===== config.mk =====
export PLATFORM = sky130hd
export DESIGN_NAME = cordic_vector
export DESIGN_NICKNAME = d
export VERILOG_FILES = /design/src/rtl/cordic_vector.sv
export SDC_FILE = /design/constraint.sdc
export NUM_CORES = 1
export LEC_CHECK = 0
export BUFFER_PORTS_ARGS = -buffer_cell sky130_fd_sc_hd__clkbuf_2
export CAP_MARGIN = 10
export CORE_ASPECT_RATIO = 1.75
export CORE_MARGIN = 5
export CORE_UTILIZATION = 55
export DETAILED_ROUTE_END_ITERATION = 16
export GPL_TIMING_DRIVEN = 1
export PLACE_DENSITY = 0.76
export SETUP_SLACK_MARGIN = 0.02
export SKIP_CTS_REPAIR_TIMING = 1
export SYNTH_ARGS = -nofsm -noshare
export SYNTH_HDL_FRONTEND = slang
export SYNTH_SLANG_ARGS = --single-unit

===== constraint.sdc =====
create_clock -name clk -period 7.9 [get_ports clk]
set_clock_uncertainty 0.1 [all_clocks]
set_input_delay 0.79 -clock clk [delete_from_list [all_inputs] [get_ports clk]]
set_output_delay 0.79 -clock clk [all_outputs]
set_load 0.01 [all_outputs]

===== src/rtl/cordic_vector.sv =====
// rtl/cordic_vector.sv - iterative vectoring-mode CORDIC: (x, y) -> magnitude and whole-degree angle
// Define CORDIC_GAIN_COMP_EN to add a one-cycle GAIN step that scales the magnitude by ~0.6073.
module cordic_vector #(
    parameter int WIDTH      = 16,
    parameter int ITERATIONS = 20
) (
    input  logic                    clk,
    input  logic                    rst,
    input  logic                    in_valid,
    output logic                    in_ready,
    input  logic signed [WIDTH-1:0] x_in,
    input  logic signed [WIDTH-1:0] y_in,
    output logic                    out_valid,
    input  logic                    out_ready,
    output logic [WIDTH+1:0]        mag_out,
    output logic signed [9:0]       angle_out
);
    localparam int XW = WIDTH + 2;
    localparam int KW = ($clog2(ITERATIONS + 1) < 3) ? 3 : $clog2(ITERATIONS + 1);
    localparam logic signed [9:0] ATAN [0:7] = '{10'sd45, 10'sd26, 10'sd14, 10'sd7,
                                                 10'sd4, 10'sd2, 10'sd1, 10'sd0};

    typedef enum logic [1:0] {IDLE, RUN, GAIN, DONE} state_t;

    state_t                state_q, state_d;
    logic [KW-1:0]         k_q, k_d;
    logic signed [XW-1:0]  x_q, x_d, y_q, y_d;
    logic signed [9:0]     z_q, z_d;
    logic                  zero_q, zero_d;
    logic [XW-1:0]         mag_q, mag_d;
    logic signed [9:0]     angle_q, angle_d;
    logic                  out_valid_q, out_valid_d;

    logic signed [XW-1:0]  x_ext, y_ext, x_sh, y_sh;
    logic signed [9:0]     atan_k, z_wrap;
    logic                  last_iter;

    always_comb begin
        x_ext     = {{2{x_in[WIDTH-1]}}, x_in};
        y_ext     = {{2{y_in[WIDTH-1]}}, y_in};
        x_sh      = x_q >>> k_q;
        y_sh      = y_q >>> k_q;
        atan_k    = (k_q < KW'(7)) ? ATAN[k_q[2:0]] : 10'sd0;
        last_iter = (k_q == KW'(ITERATIONS - 1));
        if (z_q > 10'sd180)
            z_wrap = z_q - 10'sd360;
        else if (z_q <= -10'sd180)
            z_wrap = z_q + 10'sd360;
        else
            z_wrap = z_q;
    end

    always_comb begin
        state_d     = state_q;
        k_d         = k_q;
        x_d         = x_q;
        y_d         = y_q;
        z_d         = z_q;
        zero_d      = zero_q;
        mag_d       = mag_q;
        angle_d     = angle_q;
        out_valid_d = out_valid_q;
        unique case (state_q)
            IDLE: begin
                k_d = '0;
                if (in_valid) begin
                    zero_d  = (x_in == '0) && (y_in == '0);
                    state_d = RUN;
                    // Fold the left half-plane into the right so the iterations converge.
                    if (!x_in[WIDTH-1]) begin
                        x_d = x_ext;
                        y_d = y_ext;
                        z_d = 10'sd0;
                    end else if (!y_in[WIDTH-1]) begin
                        x_d = y_ext;
                        y_d = -x_ext;
                        z_d = 10'sd90;
                    end else begin
                        x_d = -y_ext;
                        y_d = x_ext;
                        z_d = -10'sd90;
                    end
                end
            end
            RUN: begin
                if (!y_q[XW-1]) begin
                    x_d = x_q + y_sh;
                    y_d = y_q - x_sh;
                    z_d = z_q + atan_k;
                end else begin
                    x_d = x_q - y_sh;
                    y_d = y_q + x_sh;
                    z_d = z_q - atan_k;
                end
                k_d = k_q + KW'(1);
                if (last_iter) begin
                    k_d = '0;
`ifdef CORDIC_GAIN_COMP_EN
                    state_d = GAIN;
`else
                    state_d = DONE;
`endif
                end
            end
            GAIN: begin
                x_d     = (x_q >>> 1) + (x_q >>> 3) - (x_q >>> 6) - (x_q >>> 9) - (x_q >>> 13);
                state_d = DONE;
            end
            DONE: begin
                // First DONE cycle registers the result; later cycles wait for the consumer.
                if (!out_valid_q) begin
                    mag_d       = zero_q ? '0 : x_q;
                    angle_d     = zero_q ? 10'sd0 : z_wrap;
                    out_valid_d = 1'b1;
                end else if (out_ready) begin
                    out_valid_d = 1'b0;
                    state_d     = IDLE;
                end
            end
            default: state_d = IDLE;
        endcase
    end

    always_ff @(posedge clk or posedge rst) begin
        if (rst) begin
            state_q     <= IDLE;
            k_q         <= '0;
            x_q         <= '0;
            y_q         <= '0;
            z_q         <= '0;
            zero_q      <= 1'b0;
            mag_q       <= '0;
            angle_q     <= '0;
            out_valid_q <= 1'b0;
        end else begin
            state_q     <= state_d;
            k_q         <= k_d;
            x_q         <= x_d;
            y_q         <= y_d;
            z_q         <= z_d;
            zero_q      <= zero_d;
            mag_q       <= mag_d;
            angle_q     <= angle_d;
            out_valid_q <= out_valid_d;
        end
    end

    assign in_ready  = (state_q == IDLE);
    assign out_valid = out_valid_q;
    assign mag_out   = mag_q;
    assign angle_out = angle_q;
endmodule


==> impl_results.html, run 1 <==
<table>
<tr><th>Metric</th><th>Value</th></tr>
<tr><th colspan="2">Synth</th></tr>
<tr><td>Sequential share of the synthesized area</td><td>18.16%</td></tr>
<tr><td>Number of warnings printed during yosys synthesis</td><td>0</td></tr>
<tr><td>Synthesized netlist net count</td><td>1,560</td></tr>
<tr><td>Leading register cell type out of synthesis</td><td>dfrtp_1</td></tr>
<tr><td>Synth top cells by count</td><td>138 x nand2_1, 115 x nor2_1, 110 x a21oi_1</td></tr>
<tr><td>Netlist area before placement</td><td>11,440 um^2</td></tr>
<tr><td>Proportion of register bits with asynchronous set or reset after synthesis</td><td>100.0%</td></tr>
<tr><td>Post-synthesis instance total</td><td>1,405</td></tr>
<tr><td>Post-synth top area share</td><td>18.16%</td></tr>
<tr><td>Unique masters post-synth</td><td>73</td></tr>
<tr><td>Post-synth EDFFs</td><td>0</td></tr>
<tr><td>Top post-synthesis cells by area</td><td>dfrtp_1 18%, ha_1 9.1%, mux4_2 7.9%, fa_1 6.3%, a21oi_1 4.8%</td></tr>
<tr><td>Most common cell in the netlist</td><td>nand2_1</td></tr>
<tr><td>Syn_area_per_cell</td><td>8.142 um^2</td></tr>
<tr><td>Cell taking the most area after synthesis</td><td>dfrtp_1</td></tr>
<tr><td>Register bit total from synthesis</td><td>83</td></tr>
<tr><th colspan="2">STA</th></tr>
<tr><td>Hold Fails Final Rpt</td><td>0</td></tr>
<tr><td>RSZ-0062 raised after global routing</td><td>false</td></tr>
<tr><td>Final setup viols</td><td>0</td></tr>
<tr><td>Setup WS post-layout</td><td>1.835 ns</td></tr>
<tr><td>Fmax achieved</td><td>164.9 MHz</td></tr>
<tr><td>Final sum of negative setup slack</td><td>0 ns</td></tr>
<tr><td>Worst Tran Pin Value</td><td>1.145 ns</td></tr>
<tr><td>Number of max-slew violations in the final report</td><td>0</td></tr>
<tr><td>Clock period minus final worst setup slack</td><td>6.065 ns</td></tr>
<tr><td>Rel. slew slack</td><td>23.66%</td></tr>
<tr><td>Ratio of final minimum period to clock period</td><td>76.77%</td></tr>
<tr><th colspan="2">Finish</th></tr>
<tr><td>Share of layout cells above drive strength 1</td><td>12.17%</td></tr>
<tr><td>Post-route cell area</td><td>12,190 um^2</td></tr>
<tr><td>Post-synthesis to final-layout area growth</td><td>6.584%</td></tr>
<tr><td>Final standard cell count with taps included and fillers excluded</td><td>1,670</td></tr>
<tr><td>Count of nets after finishing</td><td>1,572</td></tr>
<tr><td>Ant. Diodes</td><td>0</td></tr>
<tr><th colspan="2">Place</th></tr>
<tr><td>Routability congestion estimate</td><td>1.029</td></tr>
<tr><td>Cell Count Post-Placement</td><td>1,654</td></tr>
<tr><td>Setup slack after placement</td><td>1.895 ns</td></tr>
<tr><td>Estimated wirelength of the detail-placed design</td><td>28,410 um</td></tr>
<tr><td>I/O Buffers</td><td>65</td></tr>
<tr><td>Area after detailed placement</td><td>11,890 um^2</td></tr>
<tr><th colspan="2">Die</th></tr>
<tr><td>Die area</td><td>23,900 um^2</td></tr>
<tr><td>Die span in y</td><td>200.8 um</td></tr>
<tr><td>Row count</td><td>69</td></tr>
<tr><td>Effective utilization at floorplan</td><td>56.15%</td></tr>
<tr><td>Core Footprint</td><td>20,370 um^2</td></tr>
<tr><td>Die width</td><td>119.0 um</td></tr>
<tr><td>I/O pin count</td><td>66</td></tr>
<tr><th colspan="2">Hold path</th></tr>
<tr><td>Worst hold path type</td><td>in2async</td></tr>
<tr><th colspan="2">Worst setup path</th></tr>
<tr><td>Critical-path cell with the highest stage delay</td><td>dfrtp_2</td></tr>
<tr><td>Family with the most delay on the worst path</td><td>compound AO/OA/AOI/OAI gates</td></tr>
<tr><td>Largest stage delay on the critical path</td><td>1.12 ns</td></tr>
<tr><td>Arrival time of data at the critical path endpoint</td><td>6.18 ns</td></tr>
<tr><td>Count of cell instances traversed by the critical path</td><td>19</td></tr>
<tr><td>Ordered cell list for the critical path</td><td>mux4_2, mux2_2, o311ai_1, ha_1, nand4b_1, a2111oi_4, o211ai_1, o211ai_1, ha_1, a21o_1, a21o_1, a21o_1, a21o_1, a21oi_1, o211ai_1, o211ai_1, xnor2_1, o21a_1, o211ai_2</td></tr>
<tr><td>Logic depth of the worst register-to-register path</td><td>19</td></tr>
<tr><td>Crit path buffers/inverters</td><td>0</td></tr>
<tr><td>Type of origin of the critical path</td><td>register</td></tr>
<tr><td>Critical-path maximum fanout</td><td>46</td></tr>
<tr><td>Worst setup path category</td><td>reg2reg</td></tr>
<tr><td>Data required time at the worst endpoint</td><td>8.01 ns</td></tr>
<tr><td>Endpoint class of the critical path</td><td>register</td></tr>
<tr><td>Reg2reg setup slack</td><td>1.84 ns</td></tr>
<tr><th colspan="2">Drt</th></tr>
<tr><td>Detailed-route wire length</td><td>36,850 um</td></tr>
<tr><td>Via density per instance</td><td>6.603</td></tr>
<tr><td>Routed Antenna Nets</td><td>0</td></tr>
<tr><td>Wire per inst</td><td>22.07 um</td></tr>
<tr><td>Number of vias in the routed layout</td><td>11,030</td></tr>
<tr><td>Number of DRC markers in iteration 0</td><td>837</td></tr>
<tr><td>Total DRC errors in the routed layout</td><td>0</td></tr>
<tr><td>Router iterations before antenna repair</td><td>5</td></tr>
<tr><th colspan="2">Clock network</th></tr>
<tr><td>Clock latency on the worst-skew pair</td><td>0.36 ns</td></tr>
<tr><td>CTS Root Cell</td><td>clkbuf_16</td></tr>
<tr><td>Clock buffer count from CTS</td><td>9</td></tr>
<tr><td>Clock H-tree levels</td><td>3</td></tr>
<tr><td>Clock tree from TritonCTS</td><td>yes</td></tr>
<tr><td>Clk sink count</td><td>83</td></tr>
<tr><td>Max clock buf depth</td><td>2</td></tr>
<tr><td>Clock transition time at the flip-flop clock pins of the worst setup and hold paths</td><td>0.07 ns</td></tr>
<tr><th colspan="2">Status</th></tr>
<tr><td>Outcome</td><td>finished, final reports clean</td></tr>
<tr><th colspan="2">Global route</th></tr>
<tr><td>Global-route wire length before repair</td><td>59,190 um</td></tr>
<tr><td>Maximum number of pins on one net before global-route repair</td><td>64</td></tr>
<tr><td>Total routing resource utilization after global routing</td><td>30.90%</td></tr>
<tr><td>Vias in the first global route</td><td>11,150</td></tr>
<tr><td>Sum of overflow across all layers after global routing</td><td>0</td></tr>
<tr><td>Antenna violations before repair</td><td>0</td></tr>
<tr><th colspan="2">Flow run</th></tr>
<tr><td>Max-Cap Viols</td><td>0</td></tr>
</table>
==> layout make-up <==
type	instances	area, um^2
fill	1887	8182
timing repair buffer	87	490.5
clock inverter	6	72.57
tap	248	310.3
inverter	96	361.6
multi-input combinational	1140	8648
clock buffer	10	229.0
sequential	83	2081
==> sequential cells by signal (all words and copies together), names as in the netlist <==
register   cells
mag_out       18
x_q           18
y_q           18
angle_out     10
z_q           10
k_q            5
state_q        2
out_valid      1
zero_q         1
==> layout by cell type, fill, tap and decap left out, types with 28 or more instances in the layout <==
cell      instances
inv_1            93
ha_1             82
nor2_1          115
a21oi_1         110
xor2_1           53
mux4_2           40
nor3_1           33
mux2i_1          28
xnor2_1          46
clkbuf_2         65
dfrtp_1          80
fa_1             36
o21ai_0         104
nand2_1         138
a31oi_1          33
==> final timing paths <==
| path | startpoint | endpoint |
|---|---|---|
| max in group asynchronous | rst | k_q[1] |
| worst min register to register | mag_out[2] | mag_out[2] |
| min in group clk | mag_out[2] | mag_out[2] |
| worst min-delay path | rst | y_q[13] |
| worst max register to register | k_q[0] | x_q[17] |
| worst max-delay path | k_q[0] | x_q[17] |
==> through the flow <==
stage / hold WS (ns) / util [%]
after floorplan: 0.3668 / -
after global placement: 0.3585 / 58.36
after detailed placement: 0.3662 / 58.36
after CTS: 0.3815 / 59.84
after global routing: 0.4083 / 59.84
final: 0.3670 / 59.84
==> per-layer routing <==
layer | share of wire [%] | track usage, %
met5 | 0 | 0
met2 | 50 | 53.19
met4 | 10 | 26.69
met3 | 5.4 | 4.398
met1 | 34 | 32.51
==> cells by family after synthesis <==
logic type | after synthesis | share of synthesized area [%]
XOR/XNOR | 99 | 7.580
AO/OA/AOI/OAI | 443 | 24.83
AND/OR/NAND/NOR | 404 | 16.53
flip-flops | 83 | 18.16
buffers and inverters | 182 | 6.365
adder cells (fa/ha/maj) | 119 | 15.38
multiplexers | 75 | 11.17
Power of run 1 is left out: the tool's default activity adds up to more than one toggle a clock period on the data nets, which glitch-free logic cannot reach.
==> run 2, diff against run 1 <==
PLACE_DENSITY = 0.79   (was 0.76)
clock period = 4.88 ns   (was 7.9 ns; I/O delays follow)
==> impl_results.html, run 2 (synthesized netlist as in run 1, its figures left out) <==
<table>
<tr><th>Metric</th><th>Value</th></tr>
<tr><th colspan="2">Status</th></tr>
<tr><td>Outcome</td><td>complete, but fails checks (was finished, final reports clean)</td></tr>
<tr><td>Failing checks</td><td>setup timing</td></tr>
<tr><th colspan="2">Die</th></tr>
<tr><td>Effective utilization at floorplan</td><td>56.15% (unchanged)</td></tr>
<tr><td>Core Footprint</td><td>20,370 um^2 (unchanged)</td></tr>
<tr><td>Die span in y</td><td>200.8 um (unchanged)</td></tr>
<tr><td>Die area</td><td>23,900 um^2 (unchanged)</td></tr>
<tr><td>I/O pin count</td><td>66 (unchanged)</td></tr>
<tr><td>Row count</td><td>69 (unchanged)</td></tr>
<tr><td>Die width</td><td>119.0 um (unchanged)</td></tr>
<tr><th colspan="2">Finish</th></tr>
<tr><td>Count of nets after finishing</td><td>1,759 (was 1,572)</td></tr>
<tr><td>Post-route cell area</td><td>14,010 um^2 (was 12,190 um^2)</td></tr>
<tr><td>Ant. Diodes</td><td>0 (unchanged)</td></tr>
<tr><td>Highest-count cells in the layout ignoring fill and taps</td><td>202 x buf_4, 138 x nand2_1, 109 x nor2_1 (was 138 x nand2_1, 115 x nor2_1, 110 x a21oi_1)</td></tr>
<tr><td>Most frequent standard cell in the layout excluding fill and tap cells</td><td>buf_4 (was nand2_1)</td></tr>
<tr><td>Count of fill cells added during filler insertion</td><td>1,673 (was 1,887)</td></tr>
<tr><td>Share of layout cells above drive strength 1</td><td>26.29% (was 12.17%)</td></tr>
<tr><td>Post-synthesis to final-layout area growth</td><td>22.44% (was 6.584%)</td></tr>
<tr><th colspan="2">Drt</th></tr>
<tr><td>Router iterations before antenna repair</td><td>6 (was 5)</td></tr>
<tr><td>Number of DRC markers in iteration 0</td><td>1,165 (was 837)</td></tr>
<tr><td>Total DRC errors in the routed layout</td><td>0 (unchanged)</td></tr>
<tr><td>Via density per instance</td><td>6.482 (was 6.603)</td></tr>
<tr><td>Number of vias in the routed layout</td><td>12,040 (was 11,030)</td></tr>
<tr><td>Routed Antenna Nets</td><td>0 (unchanged)</td></tr>
<tr><td>Detailed-route wire length</td><td>42,220 um (was 36,850 um)</td></tr>
<tr><td>Wire per inst</td><td>22.73 um (was 22.07 um)</td></tr>
<tr><th colspan="2">Clock network</th></tr>
<tr><td>Clk sink count</td><td>83 (unchanged)</td></tr>
<tr><td>CTS Root Cell</td><td>clkbuf_16 (unchanged)</td></tr>
<tr><td>Clock latency on the worst-skew pair</td><td>0.37 ns (was 0.36 ns)</td></tr>
<tr><td>Clock H-tree levels</td><td>3 (unchanged)</td></tr>
<tr><td>Clock transition time at the flip-flop clock pins of the worst setup and hold paths</td><td>0.09 ns (was 0.07 ns)</td></tr>
<tr><td>Clock tree from TritonCTS</td><td>yes (unchanged)</td></tr>
<tr><td>Clock buffer count from CTS</td><td>9 (unchanged)</td></tr>
<tr><td>Max clock buf depth</td><td>2 (unchanged)</td></tr>
<tr><th colspan="2">STA</th></tr>
<tr><td>RSZ-0062 raised after global routing</td><td>true (was false)</td></tr>
<tr><td>Hold Slack</td><td>0.1793 ns (was 0.3670 ns)</td></tr>
<tr><td>Worst Tran Pin Value</td><td>0.9729 ns (was 1.145 ns)</td></tr>
<tr><td>Rel. slew slack</td><td>34.70% (was 23.66%)</td></tr>
<tr><td>Ratio of final minimum period to clock period</td><td>103.3% (was 76.77%)</td></tr>
<tr><td>Final setup viols</td><td>3 (was 0)</td></tr>
<tr><td>Hold Fails Final Rpt</td><td>0 (unchanged)</td></tr>
<tr><td>Setup WS post-layout</td><td>-0.1605 ns (was 1.835 ns)</td></tr>
<tr><td>Clock period minus final worst setup slack</td><td>5.040 ns (was 6.065 ns)</td></tr>
<tr><td>Fmax achieved</td><td>198.4 MHz (was 164.9 MHz)</td></tr>
<tr><td>Number of max-slew violations in the final report</td><td>0 (unchanged)</td></tr>
<tr><th colspan="2">Global route</th></tr>
<tr><td>Maximum number of pins on one net before global-route repair</td><td>53 (was 64)</td></tr>
<tr><td>Antenna violations before repair</td><td>0 (unchanged)</td></tr>
<tr><td>Total routing resource utilization after global routing</td><td>34.48% (was 30.90%)</td></tr>
<tr><td>Vias in the first global route</td><td>11,960 (was 11,150)</td></tr>
<tr><td>Sum of overflow across all layers after global routing</td><td>0 (unchanged)</td></tr>
<tr><td>Global-route wire length before repair</td><td>65,080 um (was 59,190 um)</td></tr>
<tr><th colspan="2">Place</th></tr>
<tr><td>I/O Buffers</td><td>65 (unchanged)</td></tr>
<tr><td>Setup slack after placement</td><td>-0.1701 ns (was 1.895 ns)</td></tr>
<tr><td>Area after detailed placement</td><td>13,150 um^2 (was 11,890 um^2)</td></tr>
<tr><td>Estimated wirelength of the detail-placed design</td><td>33,110 um (was 28,410 um)</td></tr>
<tr><td>Routability congestion estimate</td><td>1.021 (was 1.029)</td></tr>
<tr><th colspan="2">Worst setup path</th></tr>
<tr><td>Largest stage delay on the critical path</td><td>0.51 ns (was 1.12 ns)</td></tr>
<tr><td>Most frequent cell on the critical path</td><td>a21o_1</td></tr>
<tr><td>Type of origin of the critical path</td><td>register (unchanged)</td></tr>
<tr><td>Critical-path cell with the highest stage delay</td><td>mux4_2 (was dfrtp_2)</td></tr>
<tr><td>Data required time at the worst endpoint</td><td>5.06 ns (was 8.01 ns)</td></tr>
<tr><td>Endpoint class of the critical path</td><td>register (unchanged)</td></tr>
<tr><td>Family with the most delay on the worst path</td><td>compound AO/OA/AOI/OAI gates (unchanged)</td></tr>
<tr><td>Crit path buffers/inverters</td><td>2 (was 0)</td></tr>
<tr><td>Arrival time of data at the critical path endpoint</td><td>5.22 ns (was 6.18 ns)</td></tr>
<tr><td>Critical-path maximum fanout</td><td>8 (was 46)</td></tr>
<tr><td>Ordered cell list for the critical path</td><td>buf_12, buf_12, nor2_4, mux2_4, mux4_2, o41ai_4, nand4b_1, a2111oi_4, or4_1, o211ai_1, ha_1, a21o_1, a21o_1, a21o_1, a21o_1, a21oi_2, o211ai_1, o211ai_1, xnor2_1, o21a_1, o211ai_2 (was mux4_2, mux2_2, o311ai_1, ha_1, nand4b_1, a2111oi_4, o211ai_1, o211ai_1, ha_1, a21o_1, a21o_1, a21o_1, a21o_1, a21oi_1, o211ai_1, o211ai_1, xnor2_1, o21a_1, o211ai_2)</td></tr>
<tr><td>Worst setup path category</td><td>reg2reg (unchanged)</td></tr>
<tr><th colspan="2">Hold path</th></tr>
<tr><td>Worst hold path type</td><td>in2async (unchanged)</td></tr>
<tr><th colspan="2">Flow run</th></tr>
<tr><td>Max-Cap Viols</td><td>0 (unchanged)</td></tr>
</table>
[run 2: cell type report]
cell class                 count  area [um^2]  area share, %
inverter                      96        369.1          2.635
clock inverter                 7        87.58         0.6253
clock buffer                   9        225.2          1.608
multi-input combinational   1140         8947          63.88
timing repair buffer         274         1986          14.18
sequential                    83         2082          14.86
tap                          248        310.3          2.215
[run 2: per-layer routing]
metal	track usage [%]	up-vias	share of wire [%]
met2	58.83	518	49
met4	30.96	0	11
met5	0	-	0
met3	4.426	215	5.3
li1	-	5519	-
met1	36.52	5785	34
[run 2: path summary, 6_finish.rpt]
| path | startpoint | end | slack [ns] | cells after the start |
|---|---|---|---|---|
| max | k_q[1] | x_q[17] | -0.16 | 21 |
| min | rst | z_q[2] | 0.18 | 2 |
| max reg2reg | k_q[1] | x_q[17] | -0.16 | 21 |
| min reg2reg | mag_out[1] | mag_out[1] | 0.38 | 2 |
| max in group asynchronous | rst | y_q[17] | 3.50 | 3 |
| min in group clk | out_ready | out_valid | 0.33 | 3 |
[run 2: through the flow]
stage | TNS, ns | utilization [%] | std cells
5_1_grt | -1.713 | 68.75 | 1857
4_1_cts | -0.9029 | 66.08 | 1830
3_5_place_dp | -0.6247 | 64.54 | 1814
3_3_place_gp | -0.1422 | 64.54 | 1814
2_1_floorplan | -0.01192 | - | 1405
6_report | -0.2898 | 68.75 | 1857
[run 2: worst register-to-register path, delay by kind of cell, from the launching register on]
kind / cells / cell delay [ns]
buf+inv: 2 / 0.30
xor+xnor: 1 / 0.12
flops: 1 / 0.47
fa+ha+maj: 1 / 0.35
compound gates: 12 / 2.30
simple gates: 3 / 0.52
mux: 2 / 0.81
Power of run 2 is left out for the same reason.
